### src/rtl/if_fetch_unit.sv
// if_fetch_unit: instruction fetch stage.
// Owns the PC register, drives the instruction-memory request/ready
// handshake and owns the IF/ID pipeline register. A small FSM tracks
// whether a fetch is live (S_FETCH), a fetch is outstanding but already
// known to be wrong-path (S_KILL), or a completed word is parked while
// decode is stalled (S_HOLD).
module if_fetch_unit #(
  parameter logic [31:0] RESET_PC  = 32'h0000_0000,
  parameter logic [31:0] NOP_INSTR = 32'h0000_0000
) (
  input  logic        i_clk,
  input  logic        i_reset,          // active-low, asynchronous
  input  logic [31:0] i_pcnext,
  input  logic        i_if_flush,
  input  logic        i_pc_write,
  input  logic [31:0] i_imem_rdata,
  input  logic        i_imem_ready,
  output logic [31:0] o_pc,
  output logic [31:0] o_pc_plus4,
  output logic        o_imem_req,
  output logic [31:0] o_imem_addr,
  output logic [31:0] o_ifid_instr,
  output logic [31:0] o_ifid_pc_plus4,
  output logic        o_ifid_valid,
  output logic        o_fetch_busy
);

  typedef enum logic [1:0] {
    S_FETCH = 2'd0,  // request live at r_pc, result will be used
    S_KILL  = 2'd1,  // request live at r_pc, result will be dropped
    S_HOLD  = 2'd2   // word already fetched, waiting for decode
  } state_t;

  state_t      r_state;
  logic [31:0] r_pc;
  logic [31:0] r_redirect;     // target to jump to once a killed fetch drains
  logic [31:0] r_buf_instr;    // parked word while decode is stalled
  logic [31:0] r_buf_pc_plus4;
  logic [31:0] r_ifid_instr;
  logic [31:0] r_ifid_pc_plus4;
  logic        r_ifid_valid;

  logic [31:0] w_pc_plus4;
  logic        w_req;

  // pc+4 wraps naturally at 32 bits; also feeds the next-PC mux
  assign w_pc_plus4 = r_pc + 32'd4;

  // A request is outstanding in every state except while a word is parked
  assign w_req = (r_state != S_HOLD);

  assign o_pc            = r_pc;
  assign o_pc_plus4      = w_pc_plus4;
  assign o_imem_req      = w_req;
  assign o_imem_addr     = r_pc;
  assign o_ifid_instr    = r_ifid_instr;
  assign o_ifid_pc_plus4 = r_ifid_pc_plus4;
  assign o_ifid_valid    = r_ifid_valid;
  assign o_fetch_busy    = w_req & ~i_imem_ready;

  // Fetch FSM, PC, redirect/holding registers and IF/ID register.
  // Priority in every state: flush, then stall (pc_write=0), then advance.
  always_ff @(posedge i_clk or negedge i_reset) begin
    if (!i_reset) begin
      r_state         <= S_FETCH;
      r_pc            <= RESET_PC;
      r_redirect      <= 32'h0;
      r_buf_instr     <= 32'h0;
      r_buf_pc_plus4  <= 32'h0;
      r_ifid_instr    <= NOP_INSTR;
      r_ifid_pc_plus4 <= 32'h0;
      r_ifid_valid    <= 1'b0;
    end else begin
      case (r_state)
        S_FETCH: begin
          if (i_imem_ready) begin
            if (i_if_flush) begin
              // wrong-path word: drop it and redirect right away
              r_pc            <= i_pcnext;
              r_ifid_instr    <= NOP_INSTR;
              r_ifid_pc_plus4 <= 32'h0;
              r_ifid_valid    <= 1'b0;
            end else if (i_pc_write) begin
              r_pc            <= i_pcnext;
              r_ifid_instr    <= i_imem_rdata;
              r_ifid_pc_plus4 <= w_pc_plus4;
              r_ifid_valid    <= 1'b1;
            end else begin
              // decode stalled: park the word so memory is not re-read
              r_buf_instr    <= i_imem_rdata;
              r_buf_pc_plus4 <= w_pc_plus4;
              r_state        <= S_HOLD;
            end
          end else begin
            if (i_if_flush) begin
              // cannot drop the address mid-request; remember the target
              r_redirect      <= i_pcnext;
              r_ifid_instr    <= NOP_INSTR;
              r_ifid_pc_plus4 <= 32'h0;
              r_ifid_valid    <= 1'b0;
              r_state         <= S_KILL;
            end else if (i_pc_write) begin
              // memory wait: feed decode a bubble
              r_ifid_instr    <= NOP_INSTR;
              r_ifid_pc_plus4 <= 32'h0;
              r_ifid_valid    <= 1'b0;
            end
          end
        end

        S_KILL: begin
          if (i_if_flush) begin
            r_redirect <= i_pcnext;
          end
          if (i_if_flush || i_pc_write) begin
            r_ifid_instr    <= NOP_INSTR;
            r_ifid_pc_plus4 <= 32'h0;
            r_ifid_valid    <= 1'b0;
          end
          if (i_imem_ready) begin
            // a flush arriving in the same cycle is the newest target
            r_pc    <= i_if_flush ? i_pcnext : r_redirect;
            r_state <= S_FETCH;
          end
        end

        S_HOLD: begin
          if (i_if_flush) begin
            r_pc            <= i_pcnext;
            r_ifid_instr    <= NOP_INSTR;
            r_ifid_pc_plus4 <= 32'h0;
            r_ifid_valid    <= 1'b0;
            r_state         <= S_FETCH;
          end else if (i_pc_write) begin
            r_pc            <= i_pcnext;
            r_ifid_instr    <= r_buf_instr;
            r_ifid_pc_plus4 <= r_buf_pc_plus4;
            r_ifid_valid    <= 1'b1;
            r_state         <= S_FETCH;
          end
        end

        default: begin
          r_state <= S_FETCH;
        end
      endcase
    end
  end

endmodule
### config.mk
export PLATFORM = sky130hd
export DESIGN_NAME = if_fetch_unit
export DESIGN_NICKNAME = d
export VERILOG_FILES = /design/src/rtl/if_fetch_unit.sv
export SDC_FILE = /design/constraint.sdc
export NUM_CORES = 1
export LEC_CHECK = 0
export ABC_AREA = 1
export CAP_MARGIN = 20
export CORE_ASPECT_RATIO = 0.6
export CORE_MARGIN = 1.5
export CORE_UTILIZATION = 51
export DETAILED_ROUTE_END_ITERATION = 10
export GPL_TIMING_DRIVEN = 0
export PLACE_DENSITY_LB_ADDON = 0.3
export SKIP_CTS_REPAIR_TIMING = 1
export SYNTH_ARGS = -nofsm -noshare
export SYNTH_HDL_FRONTEND = slang
export SYNTH_SLANG_ARGS = --single-unit
### constraint.sdc
create_clock -name i_clk -period 2.53 [get_ports i_clk]
set_clock_uncertainty 0.15 [all_clocks]
set_input_delay 0.506 -clock i_clk [delete_from_list [all_inputs] [get_ports i_clk]]
set_output_delay 0.506 -clock i_clk [all_outputs]
set_load 0.01 [all_outputs]
==> results.cfg, run 1 <==
[status]
status = finished with violations
violations = hold timing, setup timing

[yosys]
netlist.area_leader.share_pct = 49.56
synth_nets = 1309
synth_area_per_cell_um2 = 7.973
synth_cells = 1235
synthTopCellsByArea = dfrtp_1 50%, nand2_1 16%, o21ai_0 8.8%, inv_1 4.4%, a22o_1 3.5%
yosysTopAreaCell = dfrtp_1
ys_ff_latch = 195
seq_area_frac_synth_pct = 49.56
yosys_warnings = 0
synth_cell_types = 28
netlist_area_um2 = 9847

[sta]
postLayoutSetupSlackWorst_ns = -0.2982
finalCriticalPeriod_ns = 2.828
finalSetupViolCount = 25
timing_hold_violations_final = 17
slew_headroom_pct = 41.69
report.final.slew_viol_count = 0
setup_tns_ns = -4.452
fmax_ghz = 0.3536
rsz0062_at_grt = true
post-route-period-util_pct = 111.8
tightestPinTransition_ns = 0.8746
timing.hold.ws_ns = -0.03811

[final_layout]
final_util_pct = 74.40
fin_nets = 1616
areaGrowthSynthToFinish_pct = 43.42
n_antenna_cell = 0
stdcell_area_um2 = 14120
drive_gt1_share_pct = 20.71

[route]
drt_drc_violations_left = 0
via_per_inst = 5.581
ant_nets = 0
dr.pass1.iters = 6
vias = 10050
drt_iter0_drc = 1106
wl_per_cell_um = 18.39
drt-total-wl_um = 33110

[cts]
numCtsBuffers = 17
htree_levels = 4
cts_tree = done
cts_buffer_depth = 2
clock-sinks = 195
cts-root-buf = clkbuf_16
path_clk_slew_ns = 0.09
clk_latency_ns = 0.46

[setup_path]
critPathKind = reg -> out
cp-startpoint = o_imem_addr[2]
path_max_fanout = 5
start_kind = register
cp.required_ns = 1.87
worstPathArrival_ns = 2.17
crit_path_end_kind = output port
r2r_start = r_state[1]
r2r_slack_ns = 0.04

[global_route]
grt_pass1_wl_um = 49180
grt.total_usage_pct = 31.62
grt_remaining_overflow = 0
grt_pass1_vias = 9069
grt_max_degree = 117
antenna_found_initial = 0

[power]
seq_power_share_pct = 31.6
power_mw = 17.33
power_switching_mw = 7.248
leakagePower_nw = 6.669
p_clk_share_pct = 16.2
p_sw_share_pct = 41.82
power.internal_mw = 10.08
p_comb_share_pct = 52.2
ir_worst_vdd_mv = 0.6481
power_density_nw_per_um2 = 1227

[die]
die-area_um2 = 20180
rows = 39
start_util_pct = 51.88
core-area_um2 = 18980
die_w_um = 182.4
die_y_um = 110.6
io_pins = 232

[place]
io_buffers = 231
place_congestion = 0.9313
dp_hpwl_um = 22790
place_area_um2 = 12500
place_ws_ns = -0.4696

[job]
maxCapViolations = 0

[hold_path]
hold_path_class = in -> async
==> state kept, by name, summed over array words and instances (netlist names) <==
name             flops
o_ifid_instr        32
o_ifid_pc_plus4     32
o_ifid_valid         1
o_imem_addr         32
r_buf_instr         32
r_buf_pc_plus4      32
r_redirect          32
r_state              2
==> worst paths after layout <==
path                                            end  cells after the start
worst max-delay path                 o_pc_plus4[18]                      9
worst min-delay path                o_ifid_instr[1]                      1
worst max register to register     o_ifid_instr[30]                      7
worst min register to register  o_ifid_pc_plus4[23]                      2
max in group asynchronous           o_imem_addr[12]                      2
min in group i_clk              o_ifid_pc_plus4[23]                      2
==> routing by layer <==
| layer | vias to the layer above | share of wire (%) | GRT usage, % |
|---|---|---|---|
| met4 | 0 | 2.0 | 9.201 |
| met1 | 4852 | 44 | 46.67 |
| li1 | 4527 | - | - |
| met3 | 67 | 10 | 7.652 |
| met2 | 605 | 44 | 46.21 |
| met5 | - | 0 | 0 |
==> layout by cell type, fill, tap and decap left out, drive strengths merged <==
cell type / Yosys / layout
ha: 5 / 5
a211oi: 1 / 1
dfrtp: 195 / 195
o21ai: 188 / 188
or2: 33 / 33
nand3: 17 / 17
a31oi: 9 / 9
o21a: 12 / 12
inv: 121 / 127
o221ai: 1 / 1
clkbuf: 36 / 56
nand2: 412 / 412
nor2: 57 / 57
clkinv: 0 / 8
and2: 6 / 6
buf: 61 / 137
clkinvlp: 0 / 1
o211ai: 20 / 20
o22ai: 4 / 4
clkdlybuf4s50: 0 / 203
a22o: 39 / 39
a21oi: 6 / 6
xor2: 12 / 12
dlymetal6s2s: 0 / 6
==> cell type report <==
type	count	area, um2
Multi-Input combinational cell	822	4448
Clock inverter	15	187.7
Fill cell	1405	4860
Sequential cell	195	4913
Timing Repair Buffer	289	2834
Clock buffer	17	425.4
Tap cell	246	307.8
Inverter	121	459.2
Buffer	96	546.8
==> worst max-delay path: stages (launching register included) <==
cell and delay, ns:
dfrtp_2 0.45, ha_4 0.17, nand2_4 0.06, nor2_4 0.21, buf_6 0.15, nand2_8 0.08, nor2_4 0.11, buf_12 0.15
xor2_4 0.20, buf_6 0.13
==> cells in the mapped netlist <==
| cell | number |
|---|---|
| inv_2 | 5 |
| inv_1 | 116 |
| o21a_1 | 12 |
| buf_4 | 35 |
| o21ai_0 | 173 |
| nand2_1 | 410 |
| buf_6 | 3 |
| o211ai_1 | 20 |
| nand2_2 | 2 |
| a22o_1 | 39 |
| dfrtp_1 | 195 |
| o22ai_1 | 4 |
| o21ai_1 | 15 |
| buf_2 | 22 |
| and2_1 | 6 |
| clkbuf_1 | 36 |
| buf_1 | 1 |
| nor2_2 | 8 |
| ha_1 | 5 |
| xor2_1 | 12 |
| a21oi_1 | 6 |
| o221ai_1 | 1 |
| nor2_4 | 3 |
| nand3_1 | 17 |
| a211oi_4 | 1 |
| nor2_1 | 46 |
| a31oi_1 | 9 |
| or2_2 | 33 |
==> power by group through the flow <==
stage	sequential, mW	combinational [mW]	clock [mW]
after global placement	5.47	7.49	0
after CTS	5.45	7.77	2.81
after global routing	5.59	9.75	2.96
final	5.48	9.05	2.81
after detailed placement	5.49	7.69	0
after floorplan	5.45	3.88	0
==> cells by family after synthesis <==
logic type / count (synthesis) / synth area share [%]
AO/OA/AOI/OAI: 280 / 16.89
XOR/XNOR: 12 / 1.067
adder cells (fa/ha/maj): 5 / 0.6353
buffers and inverters: 218 / 10.15
flip-flops: 195 / 49.56
AND/OR/NAND/NOR: 525 / 21.70
==> through the flow <==
step | cells | hold slack (ns)
after floorplan | 1235 | 0.06041
after CTS | 1745 | 0.008432
after global routing | 1801 | 0.03631
after global placement | 1712 | 0.3126
after detailed placement | 1713 | 0.3145
final | 1801 | -0.03811
No activity file was read; power rests on OpenSTA's default activity.
==> inputs of run 2 (changes only) <==
CORE_UTILIZATION = 40   (was 51)
==> run 2 against run 1 <==
  * The run ends with setup timing left
  * Non-clock buffer count down 5
  * Count of clock-buffer cells in the layout grew 4
  * Setup slack got worse by 0.075 ns
  * Highest routed layer unchanged
  * Largest power group unchanged
  * Sequential share of layout area increased by 0.37 points
==> results.cfg, run 2 (synthesized netlist as in run 1, its figures left out) <==
[cts]
numCtsBuffers = 17
cts-root-buf = clkbuf_16
clk_latency_ns = 0.45
path_clk_slew_ns = 0.08
cts_tree = done
clock-sinks = 195
cts_buffer_depth = 2
htree_levels = 4

[sta]
timing.hold.ws_ns = 0.3316
timing_hold_violations_final = 0
postLayoutSetupSlackWorst_ns = -0.3728
tightestPinTransition_ns = 0.7286
setup_tns_ns = -4.759
finalSetupViolCount = 23
rsz0062_at_grt = true
slew_headroom_pct = 51.43
report.final.slew_viol_count = 0
finalCriticalPeriod_ns = 2.903
post-route-period-util_pct = 114.7
fmax_ghz = 0.3445

[power]
seq_power_share_pct = 32.7
ir_worst_vdd_mv = 0.6282
power_switching_mw = 6.866
leakagePower_nw = 6.571
p_clk_share_pct = 15.4
power.internal_mw = 9.877
p_sw_share_pct = 41.01
power_density_nw_per_um2 = 1199
p_comb_share_pct = 51.9
power_mw = 16.74

[final_layout]
n_antenna_cell = 0
layout_commonest_cell = nand2_1
final_cell_mix = 385 x nand2_1, 200 x clkdlybuf4s50_1, 171 x dfrtp_1
areaGrowthSynthToFinish_pct = 41.80
final_cells = 1872
fin_nets = 1611
drive_gt1_share_pct = 20.06
final_util_pct = 57.78
stdcell_area_um2 = 13960

[hold_path]
hold_path_class = reg -> reg

[place]
dp_hpwl_um = 23460
io_buffers = 231
place_ws_ns = -0.5186
dp_cells = 1789
place_area_um2 = 12590
place_congestion = 0.9136

[route]
dr.pass1.iters = 5
drt_drc_violations_left = 0
ant_nets = 0
drt-total-wl_um = 32460
drt_iter0_drc = 883
vias = 9640
wl_per_cell_um = 17.34
via_per_inst = 5.150

[status]
status = finished with violations
violations = setup timing

[setup_path]
start_kind = register
path_max_fanout = 4
worstPathArrival_ns = 2.25
cp.required_ns = 1.87
crit_path_end_kind = output port
critPathKind = reg -> out

[die]
die_w_um = 205.6
io_pins = 232
core-area_um2 = 24170
die-area_um2 = 25600
rows = 44
start_util_pct = 40.74
die_y_um = 124.5

[global_route]
antenna_found_initial = 0
grt_max_degree = 109
grt_pass1_vias = 8841
grt.total_usage_pct = 24.95
grt_pass1_wl_um = 49070
grt_remaining_overflow = 0

[job]
maxCapViolations = 0
run 2: cell types whose count changed in the layout (fill, tap and decap cells not counted), sizes merged:
| cell | delta |
|---|---|
| dlymetal6s2s | +2 |
| inv | +1 |
| clkinv | -5 |
| dlygate4sd3 | +1 |
| buf | -10 |
| clkdlybuf4s50 | -3 |
| clkbuf | +9 |
run 2: cell type report:
type	count	area, um2
plain buffers	97	558.0
clock buffers	21	440.4
clock inverters	11	95.09
fillers	2156	10200
inverters	121	456.7
multi-input cells	822	4365
flip-flops and latches	195	4910
well taps	322	402.9
repair buffers	283	2735
run 2: layer usage:
metal  global-route usage [%]  vias up  routed length, um
met5                        0        -                  0
met4                    5.968        0                453
met3                    6.620       38               3149
met2                    34.36      454              13620
met1                    38.40     4634              15230
li1                         -     4514                  -
run 2: power groups by stage:
stage / clock network [mW] / registers (mW) / logic [mW]
floorplan: 0 / 5.45 / 3.88
global placement: 0 / 5.48 / 7.59
detailed placement: 0 / 5.51 / 7.71
CTS: 2.63 / 5.47 / 7.77
global route: 2.74 / 5.61 / 9.51
finish: 2.58 / 5.47 / 8.70
run 2: critical path, stage by stage (launching register included):
cell and delay, ns:
dfrtp_2 0.44, ha_4 0.18, nand2_4 0.06, nor2_4 0.25
buf_4 0.18, nand3_4 0.14, nor2_1 0.15, nand2_1 0.08
and2_1 0.18, clkbuf_2 0.14
run 2: path summary, 6_finish.rpt:
kind | startpoint | end | slack (ns) | cells past startpoint
worst min register to register | o_ifid_pc_plus4[20] | o_ifid_pc_plus4[20] | 0.33 | 2
min in group asynchronous | i_reset | r_redirect[5] | 0.52 | 2
max in group asynchronous | i_reset | o_ifid_instr[22] | 0.74 | 3
worst max-delay path | o_imem_addr[3] | o_pc_plus4[20] | -0.37 | 9
worst max register to register | r_state[1] | r_redirect[28] | 0.16 | 7
worst min-delay path | o_ifid_pc_plus4[20] | o_ifid_pc_plus4[20] | 0.33 | 2
==> inputs of run 3 (changes only) <==
CORE_UTILIZATION = 51   (was 40)
CTS_CLUSTER_SIZE = 16   (was default)
PLACE_DENSITY = 0.81   (was default)
PLACE_DENSITY_LB_ADDON = default   (was 0.3)
==> run 3 against run 2 <==
  * Total power increased by 2.2%
  * Register-to-register slack got worse by 0.12 ns
  * Critical endpoint unchanged
  * Routed wire length fell by 0.10%
  * Core utilization up 16 points
  * Largest cell class unchanged
  * Critical path type unchanged
  * Combinational power is essentially flat
  * Maximum frequency down 0.25%
  * Via count grew 3.1%
  * Global-route usage rose by 5.8 points
  * Sequential power rose by 1%
  * Setup slack lost 0.0073 ns
  * The run ends with hold timing, setup timing left
==> results.cfg, run 3 (synthesized netlist as in run 1, its figures left out) <==
[status]
status = finished with violations
violations = hold timing, setup timing

[setup_path]
critPathTopFamily = simple AND/OR/NAND/NOR gates
crit_chain = ha_4 -> nand2_4 -> nor2_4 -> nand3_4 -> buf_12 -> o21ai_1 -> and2_1 -> clkbuf_2
worstPathArrival_ns = 2.25
critPathKind = reg -> out
crit_buf_inv = 2
critPathMaxStageDelay_ns = 0.45
crit_path_end_kind = output port
critPathSlowestCell = dfrtp_2
start_kind = register
r2r_cells = 7
r2r_start = r_state[1]
path_max_fanout = 4
r2r_end = r_redirect[12]
r2r_slack_ns = 0.04
cp.required_ns = 1.87

[global_route]
grt_max_degree = 108
grt_pass1_vias = 8836
grt_pass1_wl_um = 48070
antenna_found_initial = 0
grt_remaining_overflow = 0
grt.total_usage_pct = 30.73

[final_layout]
layout_commonest_cell = nand2_1
n_antenna_cell = 0
final_cell_mix = 384 x nand2_1, 202 x clkdlybuf4s50_1, 171 x o21ai_0
multiInputGateArea_um2 = 4365
ff_latch_area_um2 = 4911
fin_nets = 1610
areaGrowthSynthToFinish_pct = 42.29
drive_gt1_share_pct = 20.14
fillerInstances = 1408

[sta]
setup_tns_ns = -3.872
timing.hold.ws_ns = -0.05960
slew_headroom_pct = 43.94
post-route-period-util_pct = 115.0
finalSetupViolCount = 24
timing_hold_violations_final = 29
postLayoutSetupSlackWorst_ns = -0.3801
finalCriticalPeriod_ns = 2.910
tightestPinTransition_ns = 0.8409
report.final.slew_viol_count = 0
fmax_ghz = 0.3436
rsz0062_at_grt = true

[route]
drt-total-wl_um = 32420
drt_drc_violations_left = 0
vias = 9935
via_per_inst = 5.535
dr.pass1.iters = 7
ant_nets = 0
wl_per_cell_um = 18.06
drt_iter0_drc = 1262

[die]
core-area_um2 = 18980
start_util_pct = 51.88
die-area_um2 = 20180
die_y_um = 110.6
io_pins = 232
rows = 39
die_w_um = 182.4

[cts]
cts_tree = done
numCtsBuffers = 17
cts_buffer_depth = 2
clock-sinks = 195
htree_levels = 4
cts-root-buf = clkbuf_16
clk_latency_ns = 0.45
path_clk_slew_ns = 0.09

[power]
power_mw = 17.11
ir_worst_vdd_mv = 0.7545
power_density_nw_per_um2 = 1221
leakagePower_nw = 6.646

[job]
maxCapViolations = 0

[hold_path]
hold_path_class = in -> async

[place]
dp_hpwl_um = 22790
place_congestion = 0.9283
io_buffers = 231
## run 3: cell types whose count changed in the layout (fill, tap and decap cells not counted), moves of 3 or more
cell,before,now
nor2_2,7,13
buf_4,82,79
buf_12,1,5
inv_8,3,7
nand2_4,7,13
clkinv_8,0,4
nor2_1,39,34
nand2_2,20,15
clkbuf_2,14,5
nand3_1,7,10
## run 3: per-stage QoR
step	area [um2]	std cells	setup slack (ns)	utilization (%)
after floorplan	9847	1235	0.4492	-
after CTS	13120	1745	-0.9864	69.14
after detailed placement	12500	1713	-0.4713	65.85
after global placement	12470	1712	-7.252	65.68
final	14010	1795	-0.3801	73.81
after global routing	14010	1795	-0.4636	73.81
## run 3: report_power, final
| part | switching (mW) | leakage (nW) | internal (mW) | total, mW |
|---|---|---|---|---|
| sequential | 1.07 | 2.45 | 4.45 | 5.53 |
| clock | 1.42 | 0.303 | 1.45 | 2.87 |
| combinational | 4.58 | 3.89 | 4.13 | 8.71 |
| total | 7.08 | 6.65 | 10.0 | 17.1 |
## run 3: worst reg2reg max path, stage by stage, from the launching register on
cell and delay, ns:
dfrtp_2 0.47, inv_1 0.10, ha_1 0.13, buf_2 0.22, inv_2 0.14, o21ai_2 0.45, clkbuf_1 0.49, o21ai_0 0.19
## run 3: cell type report
class	instances	area share, %
Inverter	121	3.331
Clock inverter	15	1.420
Sequential cell	195	35.05
Timing Repair Buffer	283	19.92
Clock buffer	17	3.036
Buffer	96	3.885
Multi-Input combinational cell	822	31.16
Tap cell	246	2.197
## run 3: worst max path at each step
stage / to / depth (start not counted) / startpoint
after global placement: r_redirect[27] / 1 / i_reset
final: o_pc_plus4[20] / 8 / o_imem_addr[3]
after global routing: o_pc_plus4[20] / 8 / o_imem_addr[8]
after floorplan: o_pc_plus4[16] / 6 / o_imem_addr[2]
after CTS: o_pc_plus4[16] / 7 / o_imem_addr[2]
after detailed placement: o_pc_plus4[16] / 7 / o_imem_addr[2]
## run 3: layer usage
layer / vias to the layer above / track usage (%) / part of all wire [%]
li1: 4519 / - / -
met1: 4773 / 46.54 / 44
met2: 558 / 44.24 / 43
met3: 85 / 7.190 / 10
met4: 0 / 7.879 / 2.6
met5: - / 0 / 0
